[config.mk]
export PLATFORM = sky130hd
export DESIGN_NAME = parking_slot_controller
export DESIGN_NICKNAME = d
export VERILOG_FILES = /design/src/rtl/parking_pkg.sv /design/src/rtl/free_slot_encoder.sv /design/src/rtl/parking_slot_controller.sv
export SDC_FILE = /design/constraint.sdc
export NUM_CORES = 1
export LEC_CHECK = 0
export CAP_MARGIN = 10
export CORE_MARGIN = 2
export CORE_UTILIZATION = 45
export DETAILED_ROUTE_END_ITERATION = 12
export PLACE_DENSITY = 0.74
export SYNTH_ARGS = -nofsm -noshare
export SYNTH_HDL_FRONTEND = slang
export SYNTH_SLANG_ARGS = --single-unit
[constraint.sdc]
create_clock -name clk -period 3.45 [get_ports clk]
set_input_delay 0.345 -clock clk [delete_from_list [all_inputs] [get_ports clk]]
set_output_delay 0.345 -clock clk [all_outputs]
set_load 0.03 [all_outputs]
[src/rtl/parking_pkg.sv]
// Shared types for the parking slot allocator.
// Default geometry, FSM states and served-side tag.
package parking_pkg;

  localparam int DEF_SLOTS  = 8;
  localparam int DEF_SLOT_W = 3;

  typedef enum logic [2:0] {
    IDLE,
    SERVE_ENTRY,
    SERVE_EXIT,
    HOLD_ENTRY,
    HOLD_EXIT
  } state_t;

  typedef enum logic {
    ENTRY,
    EXIT
  } side_t;

endpackage

[src/rtl/free_slot_encoder.sv]
// Combinational search for the first free slot in allocation order.
// in: occupancy; out: free_slot index, any_free flag.
module free_slot_encoder
  import parking_pkg::*;
#(
  parameter int SLOTS  = DEF_SLOTS,
  parameter int SLOT_W = DEF_SLOT_W
) (
  input  logic [SLOTS-1:0]  occupancy,
  output logic [SLOT_W-1:0] free_slot,
  output logic              any_free
);

  // Upper half ascending, then lower half descending.
  function automatic int order_idx(input int k);
    return (k < SLOTS/2) ? (SLOTS/2 + k) : (SLOTS - 1 - k);
  endfunction

  always_comb begin
    logic [SLOT_W-1:0] idx;
    idx       = '0;
    free_slot = '0;
    any_free  = 1'b0;
    // Walk backwards so the earliest free entry wins.
    for (int k = SLOTS - 1; k >= 0; k--) begin
      idx = SLOT_W'(order_idx(k));
      if (!occupancy[idx]) begin
        free_slot = idx;
        any_free  = 1'b1;
      end
    end
  end

endmodule

[src/rtl/parking_slot_controller.sv]
// Entry/exit slot allocator with registered occupancy and counts.
// Ports: entry/exit req-ack handshakes, occupancy, free_count, full, empty.
module parking_slot_controller
  import parking_pkg::*;
#(
  parameter int SLOTS  = DEF_SLOTS,
  parameter int SLOT_W = DEF_SLOT_W
) (
  input  logic              clk,
  input  logic              reset,
  input  logic              entry_req,
  output logic              entry_ack,
  output logic              entry_ok,
  output logic [SLOT_W-1:0] entry_slot,
  input  logic              exit_req,
  input  logic [SLOT_W-1:0] exit_slot,
  output logic              exit_ack,
  output logic              exit_err,
  output logic [SLOTS-1:0]  occupancy,
  output logic [SLOT_W:0]   free_count,
  output logic              full,
  output logic              empty
);

  state_t            state_q, state_d;
  side_t             last_q, last_d;
  logic [SLOTS-1:0]  occ_q, occ_d;
  logic [SLOT_W:0]   free_q, free_d;
  logic              full_q, full_d;
  logic              empty_q, empty_d;
  logic              eack_q, eack_d;
  logic              eok_q, eok_d;
  logic [SLOT_W-1:0] eslot_q, eslot_d;
  logic              xack_q, xack_d;
  logic              xerr_q, xerr_d;

  logic [SLOT_W-1:0] pick;
  logic              any_free;
  logic              go_entry;
  logic              go_exit;

  free_slot_encoder #(
    .SLOTS  (SLOTS),
    .SLOT_W (SLOT_W)
  ) u_enc (
    .occupancy (occ_q),
    .free_slot (pick),
    .any_free  (any_free)
  );

  function automatic logic [SLOT_W:0] ones(
    input logic [SLOTS-1:0] v
  );
    logic [SLOT_W:0] cnt;
    cnt = '0;
    for (int i = 0; i < SLOTS; i++)
      cnt = cnt + {{SLOT_W{1'b0}}, v[i]};
    return cnt;
  endfunction

  // On a tie the side not served last wins.
  assign go_entry = entry_req &&
                    (!exit_req || last_q == EXIT);
  assign go_exit  = exit_req &&
                    (!entry_req || last_q == ENTRY);

  always_comb begin
    state_d = state_q;
    last_d  = last_q;
    occ_d   = occ_q;
    eack_d  = eack_q;
    eok_d   = eok_q;
    eslot_d = eslot_q;
    xack_d  = xack_q;
    xerr_d  = xerr_q;
    unique case (state_q)
      IDLE: begin
        unique case (1'b1)
          go_entry: state_d = SERVE_ENTRY;
          go_exit:  state_d = SERVE_EXIT;
          default:  state_d = IDLE;
        endcase
      end
      SERVE_ENTRY: begin
        if (any_free) begin
          occ_d[pick] = 1'b1;
          eok_d       = 1'b1;
          eslot_d     = pick;
        end else begin
          eok_d       = 1'b0;
          eslot_d     = '0;
        end
        eack_d  = 1'b1;
        last_d  = ENTRY;
        state_d = HOLD_ENTRY;
      end
      SERVE_EXIT: begin
        if (occ_q[exit_slot]) begin
          occ_d[exit_slot] = 1'b0;
          xerr_d           = 1'b0;
        end else begin
          xerr_d           = 1'b1;
        end
        xack_d  = 1'b1;
        last_d  = EXIT;
        state_d = HOLD_EXIT;
      end
      HOLD_ENTRY: begin
        if (!entry_req) begin
          eack_d  = 1'b0;
          eok_d   = 1'b0;
          eslot_d = '0;
          state_d = IDLE;
        end
      end
      HOLD_EXIT: begin
        if (!exit_req) begin
          xack_d  = 1'b0;
          xerr_d  = 1'b0;
          state_d = IDLE;
        end
      end
      default: state_d = IDLE;
    endcase
  end

  // Counts and flags track the occupancy being written.
  always_comb begin
    free_d  = (SLOT_W+1)'(SLOTS) - ones(occ_d);
    full_d  = (free_d == '0);
    empty_d = (free_d == (SLOT_W+1)'(SLOTS));
  end

  always_ff @(posedge clk or posedge reset) begin
    if (reset) begin
      state_q <= IDLE;
      last_q  <= ENTRY;
      occ_q   <= '0;
      free_q  <= (SLOT_W+1)'(SLOTS);
      full_q  <= 1'b0;
      empty_q <= 1'b1;
      eack_q  <= 1'b0;
      eok_q   <= 1'b0;
      eslot_q <= '0;
      xack_q  <= 1'b0;
      xerr_q  <= 1'b0;
    end else begin
      state_q <= state_d;
      last_q  <= last_d;
      occ_q   <= occ_d;
      free_q  <= free_d;
      full_q  <= full_d;
      empty_q <= empty_d;
      eack_q  <= eack_d;
      eok_q   <= eok_d;
      eslot_q <= eslot_d;
      xack_q  <= xack_d;
      xerr_q  <= xerr_d;
    end
  end

  assign entry_ack  = eack_q;
  assign entry_ok   = eok_q;
  assign entry_slot = eslot_q;
  assign exit_ack   = xack_q;
  assign exit_err   = xerr_q;
  assign occupancy  = occ_q;
  assign free_count = free_q;
  assign full       = full_q;
  assign empty      = empty_q;

endmodule

==> results by group, run 1 <==
Hold path
  – Worst Hold Class: register to register

Setup path
  – Critical path's slowest cell: fa_2
  – CP required: 3.69 ns
  – CP top delay family: adder cells
  – Reg-to-reg slack, setup: -0.04 ns
  – Type of the worst setup path: register to register
  – CP cell instances: mux2_4 > a22o_1 > or3_4 > a31o_1 > fa_1 > ha_2 > fa_1 > inv_2 > fa_2 > inv_2 > nor3b_2
  – Arrival @ worst endpoint: 3.73 ns
  – Worst Setup Start Kind: register
  – Critical Path End Type: register
  – Max stage delay on crit path: 0.52 ns
  – Crit Path Max Fanout: 5
  – Bufs and invs on worst path: 2

Die
  – Initial core utilization: 48.6%
  – Row Count: 19
  – Die area: 0.00348 sq mm
  – I/O pin total: 28
  – Die width: 59.0 um
  – Die H: 59.0 um
  – Core Box Area: 0.00281 sq mm

Routing
  – WL final: 3500 um
  – Via Count: 1246
  – Drt wl/cell: 16.1 um
  – Drt drc: 0
  – Detailed-router iteration count before antenna repair: 4
  – Vias per inst: 5.72
  – DR iter-0 viols: 58
  – Final ANT Viol Nets: 0

Timing
  – Final setup vio count: 1
  – Tmin final: 3.49 ns
  – Hold Fails Final Rpt: 0
  – Skew final: 0.00380 ns
  – Period utilisation layout: 101%
  – Slew Limit Fails: 0
  – Top achievable clock speed: 287 MHz
  – Total negative setup slack: -0.0358 ns
  – Headroom to the max-slew limit: 36.7%
  – Hold Worst Slack: 0.499 ns
  – RSZ-0062 raised after global routing: true
  – Worst-Margin Slew: 0.948 ns
  – Setup WS post-layout: -0.0358 ns

Final layout
  – N_diodes: 0
  – Area delta synth->final: 42.7%
  – Register area: 633 sq um
  – Fraction of layout cells with a size suffix above 1: 30.5%
  – Final net count: 205
  – FILL cells: 218
  – Area of the multi-input gates: 714 sq um
  – Final Cell Area: 0.00194 sq mm

Power
  – Worst VDD drop: 0.000634 V
  – Sequential share of power: 24.3%
  – Sw Ratio: 46.6%
  – Comb pwr share: 69.4%
  – Internal: 1.12 mW
  – Clk network pwr share: 6.2%
  – Switch Pwr: 0.978 mW
  – Leak pwr: 0.904 nW
  – Cell area power density: 1080 mW/mm^2

Synth
  – Ys Warns: 0
  – Register area share after synthesis: 46.1%
  – Post-synth EDFFs: 0
  – #FFs+latches synth: 25
  – Avg Cell Area, Syn: 10.2 sq um
  – Synth Flop Type: dfrtp_1
  – Syn Inst Count: 134
  – Yosys cell types: 37
  – Synth async-reset ratio: 100%
  – Synthesized area: 0.00136 sq mm
  – Mapped Nets: 151

Run status
  – Failing checks: negative setup slack
  – Outcome: finished with violations

Place
  – DP Worst Slack: -0.682 ns
  – RePlAce Congestion: 0.846
  – HPWL Detailed: 2760 um
  – Post-DP Area: 0.00188 sq mm
  – IO buf count: 27

Clocking
  – Clock transition time at the flip-flop clock pins of the worst setup and hold paths: 0.13 ns
  – Post-CTS setup buffer count: 0
  – CTS Root Cell: clkbuf_4
  – Deepest clock path buffer count: 2
  – Clk Latency, worst-skew pair: 0.32 ns
  – CTS tree: built
  – # clock sinks: 25
  – CTS Buf Count: 3
  – # H-tree levels: 1

GRT
  – Vias in the first global route: 1250
  – Largest net degree at the start of global routing: 26
  – Initial antenna violation count: 0
  – GRT overflow: 0
  – GRT Total Usage: 22.4%
  – First-pass GRT wire length: 5700 um

Run
  – Max Cap Viol: 0
layout by cell type, fill, tap and decap left out, types with 3 or more instances in the layout:
cell and n:
a31oi_1 4, inv_1 9, clkbuf_4 3, ha_1 3, buf_4 29, nor2_1 9, clkdlybuf4s50_1 26, o21ai_0 5
nor3b_2 3, a21oi_1 9, fa_1 3, nand4_1 3, dfrtp_2 4, nand2b_1 3, nand2_1 11, a21o_1 3
inv_2 3, a22o_1 3, dfrtp_1 19
per-layer routing:
layer / share of wire [%] / GRT usage [%] / up-vias
met2: 51 / 40.6 / 41
met5: 0 / 0 / -
met4: 1.9 / 6.82 / 0
li1: - / - / 581
met1: 42 / 27.5 / 614
met3: 4.5 / 2.84 / 10
flip-flops by register name, indices dropped and copies added, names as in the netlist:
| name | count |
|---|---|
| entry_ok | 1 |
| empty | 1 |
| exit_err | 1 |
| entry_ack | 1 |
| exit_ack | 1 |
| state_q | 3 |
| free_count | 4 |
| occupancy | 8 |
| entry_slot | 3 |
| last_q | 1 |
| full | 1 |
synthesized netlist by cell type, types with 3 or more instances:
library cell	instances	area [sq um]
dfrtp_1	23	576
inv_1	12	45.0
nand2_1	11	41.3
a21oi_1	9	45.0
nor2_1	9	33.8
a31oi_1	6	37.5
ha_1	6	75.1
clkbuf_1	5	18.8
o21ai_0	5	25.0
fa_1	4	80.1
a21o_1	3	22.5
a22o_1	3	26.3
nand2b_1	3	18.8
nand4_1	3	18.8
nor3b_1	3	22.5
metrics by stage:
stage          power [mW]  instances  util, %
2_1_floorplan        1.37        134        -
3_3_place_gp         1.85        214     67.1
3_5_place_dp         1.93        214     67.1
4_1_cts              2.08        218     68.2
5_1_grt              2.25        218     69.3
6_report             2.10        218     69.3
layout make-up:
type / count / share of cell area (%)
inverters: 12 / 2.32
flip-flops and latches: 25 / 32.6
multi-input cells: 90 / 36.7
repair buffers: 56 / 25.0
clock buffers: 4 / 1.35
well taps: 31 / 1.99
worst paths after layout:
| check | to | cells past startpoint | startpoint |
|---|---|---|---|
| hold reg to reg | entry_ack | 1 | entry_ack |
| setup reg to reg | full | 11 | occupancy[4] |
| hold / removal | entry_ack | 1 | entry_ack |
| setup / recovery | full | 11 | occupancy[4] |
| min in group asynchronous | entry_slot[1] | 2 | reset |
| max in group asynchronous | occupancy[5] | 2 | reset |
repair_timing:
item	in CTS	in global routing
resized for setup	2	6
setup endpoints to repair	5	5
hold buffers	0	0
pin swaps	3	3
logic make-up after synthesis:
| group | share of synthesized area [%] |
|---|---|
| compound gates | 18.5 |
| fa+ha+maj | 11.4 |
| buf+inv | 6.34 |
| flops | 46.1 |
| mux | 3.40 |
| simple gates | 14.3 |
power by group through the flow:
stage | Combinational [mW] | Clock, mW | Sequential [mW]
after floorplan | 0.684 | 0 | 0.691
after global placement | 1.34 | 0 | 0.511
after detailed placement | 1.41 | 0 | 0.518
after CTS | 1.43 | 0.137 | 0.511
after global routing | 1.58 | 0.149 | 0.527
final | 1.46 | 0.131 | 0.511
Note: power is estimated with default switching activity, not from simulation.
==> run 2: changes to the inputs <==
Settings changed: CORE_MARGIN 2 to 8.
==> run 2 against run 1 <==
Net effect:
- the run now ends clean
- global-route usage fell by 8.6 points
- sequential power grew 2%
- clock power shrank 3%
- critical endpoint is now empty
- non-clock buffer count down 1
- worst hold slack got worse by 0.019 ns
- first-iteration DRC count rose by 76%
- utilization shrank 4.1 points
- die area increased by 45%
- routed wire length decreased by 4.5%
==> results by group, run 2 (synthesis results as in run 1) <==
Run status
  – Outcome: finished, final reports clean (was finished with violations)

Setup path
  – Worst Setup Start Kind: register (unchanged)
  – Crit Path Max Fanout: 5 (unchanged)
  – Type of the worst setup path: register to register (unchanged)
  – CP required: 3.69 ns (about the same)
  – Critical Path End Type: register (unchanged)
  – Arrival @ worst endpoint: 3.67 ns (was 3.73 ns)

GRT
  – Largest net degree at the start of global routing: 26 (unchanged)
  – Vias in the first global route: 1240 (was 1250)
  – Initial antenna violation count: 0 (unchanged)
  – GRT Total Usage: 13.8% (was 22.4%)
  – First-pass GRT wire length: 5790 um (was 5700 um)
  – GRT overflow: 0 (unchanged)

Die
  – Core Box Area: 0.00298 sq mm (was 0.00281 sq mm)
  – Initial core utilization: 45.8% (was 48.6%)
  – Die H: 71.0 um (was 59.0 um)
  – I/O pin total: 28 (unchanged)
  – Row Count: 20 (was 19)
  – Die area: 0.00504 sq mm (was 0.00348 sq mm)
  – Die width: 71.0 um (was 59.0 um)

Final layout
  – FILL cells: 241 (was 218)
  – Largest register FFs: 8 (unchanged)
  – Area delta synth->final: 42.4% (was 42.7%)
  – Final net count: 204 (was 205)
  – Register area: 633 sq um (unchanged)
  – Non-filler instance count after layout: 219 (was 218)
  – Fraction of layout cells with a size suffix above 1: 29.0% (was 30.5%)
  – N_diodes: 0 (unchanged)
  – Most frequent cells in the layout: 28 x buf_4, 25 x clkdlybuf4s50_1, 19 x dfrtp_1 (was 29 x buf_4, 26 x clkdlybuf4s50_1, 19 x dfrtp_1)
  – Most common cell after layout, fill and taps aside: buf_4 (unchanged)
  – Final Cell Area: 0.00194 sq mm (about the same)
  – Area of the multi-input gates: 713 sq um (was 714 sq um)

Routing
  – Via Count: 1216 (was 1246)
  – Top Metal Used: met4 (unchanged)
  – WL final: 3340 um (was 3500 um)
  – DR iter-0 viols: 102 (was 58)
  – Vias per inst: 5.55 (was 5.72)
  – Drt wl/cell: 15.3 um (was 16.1 um)
  – Routed wl met2: 1680 um (was 1800 um)
  – Met1 wire length: 1430 um (was 1470 um)
  – Met3 WL: 210 um (was 159 um)
  – Drt drc: 0 (unchanged)
  – Final ANT Viol Nets: 0 (unchanged)
  – Detailed-router iteration count before antenna repair: 4 (unchanged)

Clocking
  – # clock sinks: 25 (unchanged)
  – Clock transition time at the flip-flop clock pins of the worst setup and hold paths: 0.13 ns (about the same)
  – CTS Hold Buffers Added: 0 (unchanged)
  – # H-tree levels: 1 (unchanged)
  – CTS Buf Count: 3 (unchanged)
  – Clk Latency, worst-skew pair: 0.31 ns (was 0.32 ns)
  – Deepest clock path buffer count: 2 (unchanged)
  – CTS tree: built (unchanged)
  – CTS Root Cell: clkbuf_4 (unchanged)

Timing
  – Top achievable clock speed: 292 MHz (was 287 MHz)
  – Tmin final: 3.42 ns (was 3.49 ns)
  – Headroom to the max-slew limit: 35.6% (was 36.7%)
  – Skew final: 0.00474 ns (was 0.00380 ns)
  – Worst-Margin Slew: 0.965 ns (was 0.948 ns)
  – RSZ-0062 raised after global routing: true (unchanged)
  – Slew Limit Fails: 0 (unchanged)
  – Period utilisation layout: 99.2% (was 101%)
  – Hold Fails Final Rpt: 0 (unchanged)
  – Final setup vio count: 0 (was 1)
  – Total negative setup slack: 0 ns (was -0.0358 ns)

Place
  – Post-DP Area: 0.00187 sq mm (was 0.00188 sq mm)
  – Placed Cells incl. Taps: 214 (unchanged)
  – IO buf count: 27 (unchanged)
  – RePlAce Congestion: 0.931 (was 0.846)
  – HPWL Detailed: 2710 um (was 2760 um)

Hold path
  – Worst Hold Class: input pin to register (was register to register)

Power
  – Worst VDD drop: 0.000664 V (was 0.000634 V)
  – Leak pwr: 0.904 nW (about the same)
  – Power after layout: 2.10 mW (about the same)
  – Cell area power density: 1080 mW/mm^2 (about the same)

Run
  – Max Cap Viol: 0 (unchanged)
run 2: what timing repair did:
item                       in CTS  in global routing
gates resized for setup         5                  3
pin swaps                       1                  0
buffers inserted                0                  1
setup endpoints to repair       5                  3
run 2: worst max-delay path, cell delays in order (launching register included):
cell,delay (ns)
dfrtp_2,0.43
mux2_2,0.27
a22o_1,0.21
or3_4,0.36
a31o_1,0.20
fa_1,0.44
ha_2,0.20
fa_1,0.47
inv_1,0.05
fa_2,0.52
inv_2,0.05
nor3b_2,0.16
run 2: area by class of cell:
cell class	instances	area share [%]
Multi-Input combinational cell	90	36.8
Sequential cell	25	32.6
Inverter	12	2.32
Timing Repair Buffer	55	24.8
Clock buffer	4	1.35
Tap cell	33	2.13
run 2: per-stage QoR:
stage | util [%] | hold slack (ns) | setup WS (ns)
5_1_grt | 65.2 | 0.498 | -0.105
4_1_cts | 64.5 | 0.499 | 0.0195
6_report | 65.2 | 0.481 | 0.0276
3_3_place_gp | 62.8 | 0.464 | -0.540
2_1_floorplan | - | 0.371 | -0.101
3_5_place_dp | 62.8 | 0.467 | -0.619
run 2: final timing paths:
check / from / end / slack, ns / cells past startpoint
setup / recovery: occupancy[0] / empty / 0.03 / 11
hold / removal: exit_slot[2] / occupancy[7] / 0.48 / 3
setup reg to reg: occupancy[0] / empty / 0.03 / 11
hold reg to reg: entry_ok / entry_ok / 0.49 / 2
max in group asynchronous: reset / occupancy[0] / 2.25 / 2
min in group asynchronous: reset / state_q[1] / 0.55 / 2
run 2: where the power goes:
part,internal (mW),total (mW),switching [mW]
sequential,0.426,0.519,0.0935
combinational,0.676,1.45,0.775
clock,0.0451,0.127,0.0822
total,1.15,2.10,0.951
run 2: layer usage:
metal / global-route usage [%] / vias up
met2: 23.8 / 31
met4: 2.77 / 0
met5: 0 / -
li1: - / 578
met1: 17.1 / 603
met3: 3.11 / 4
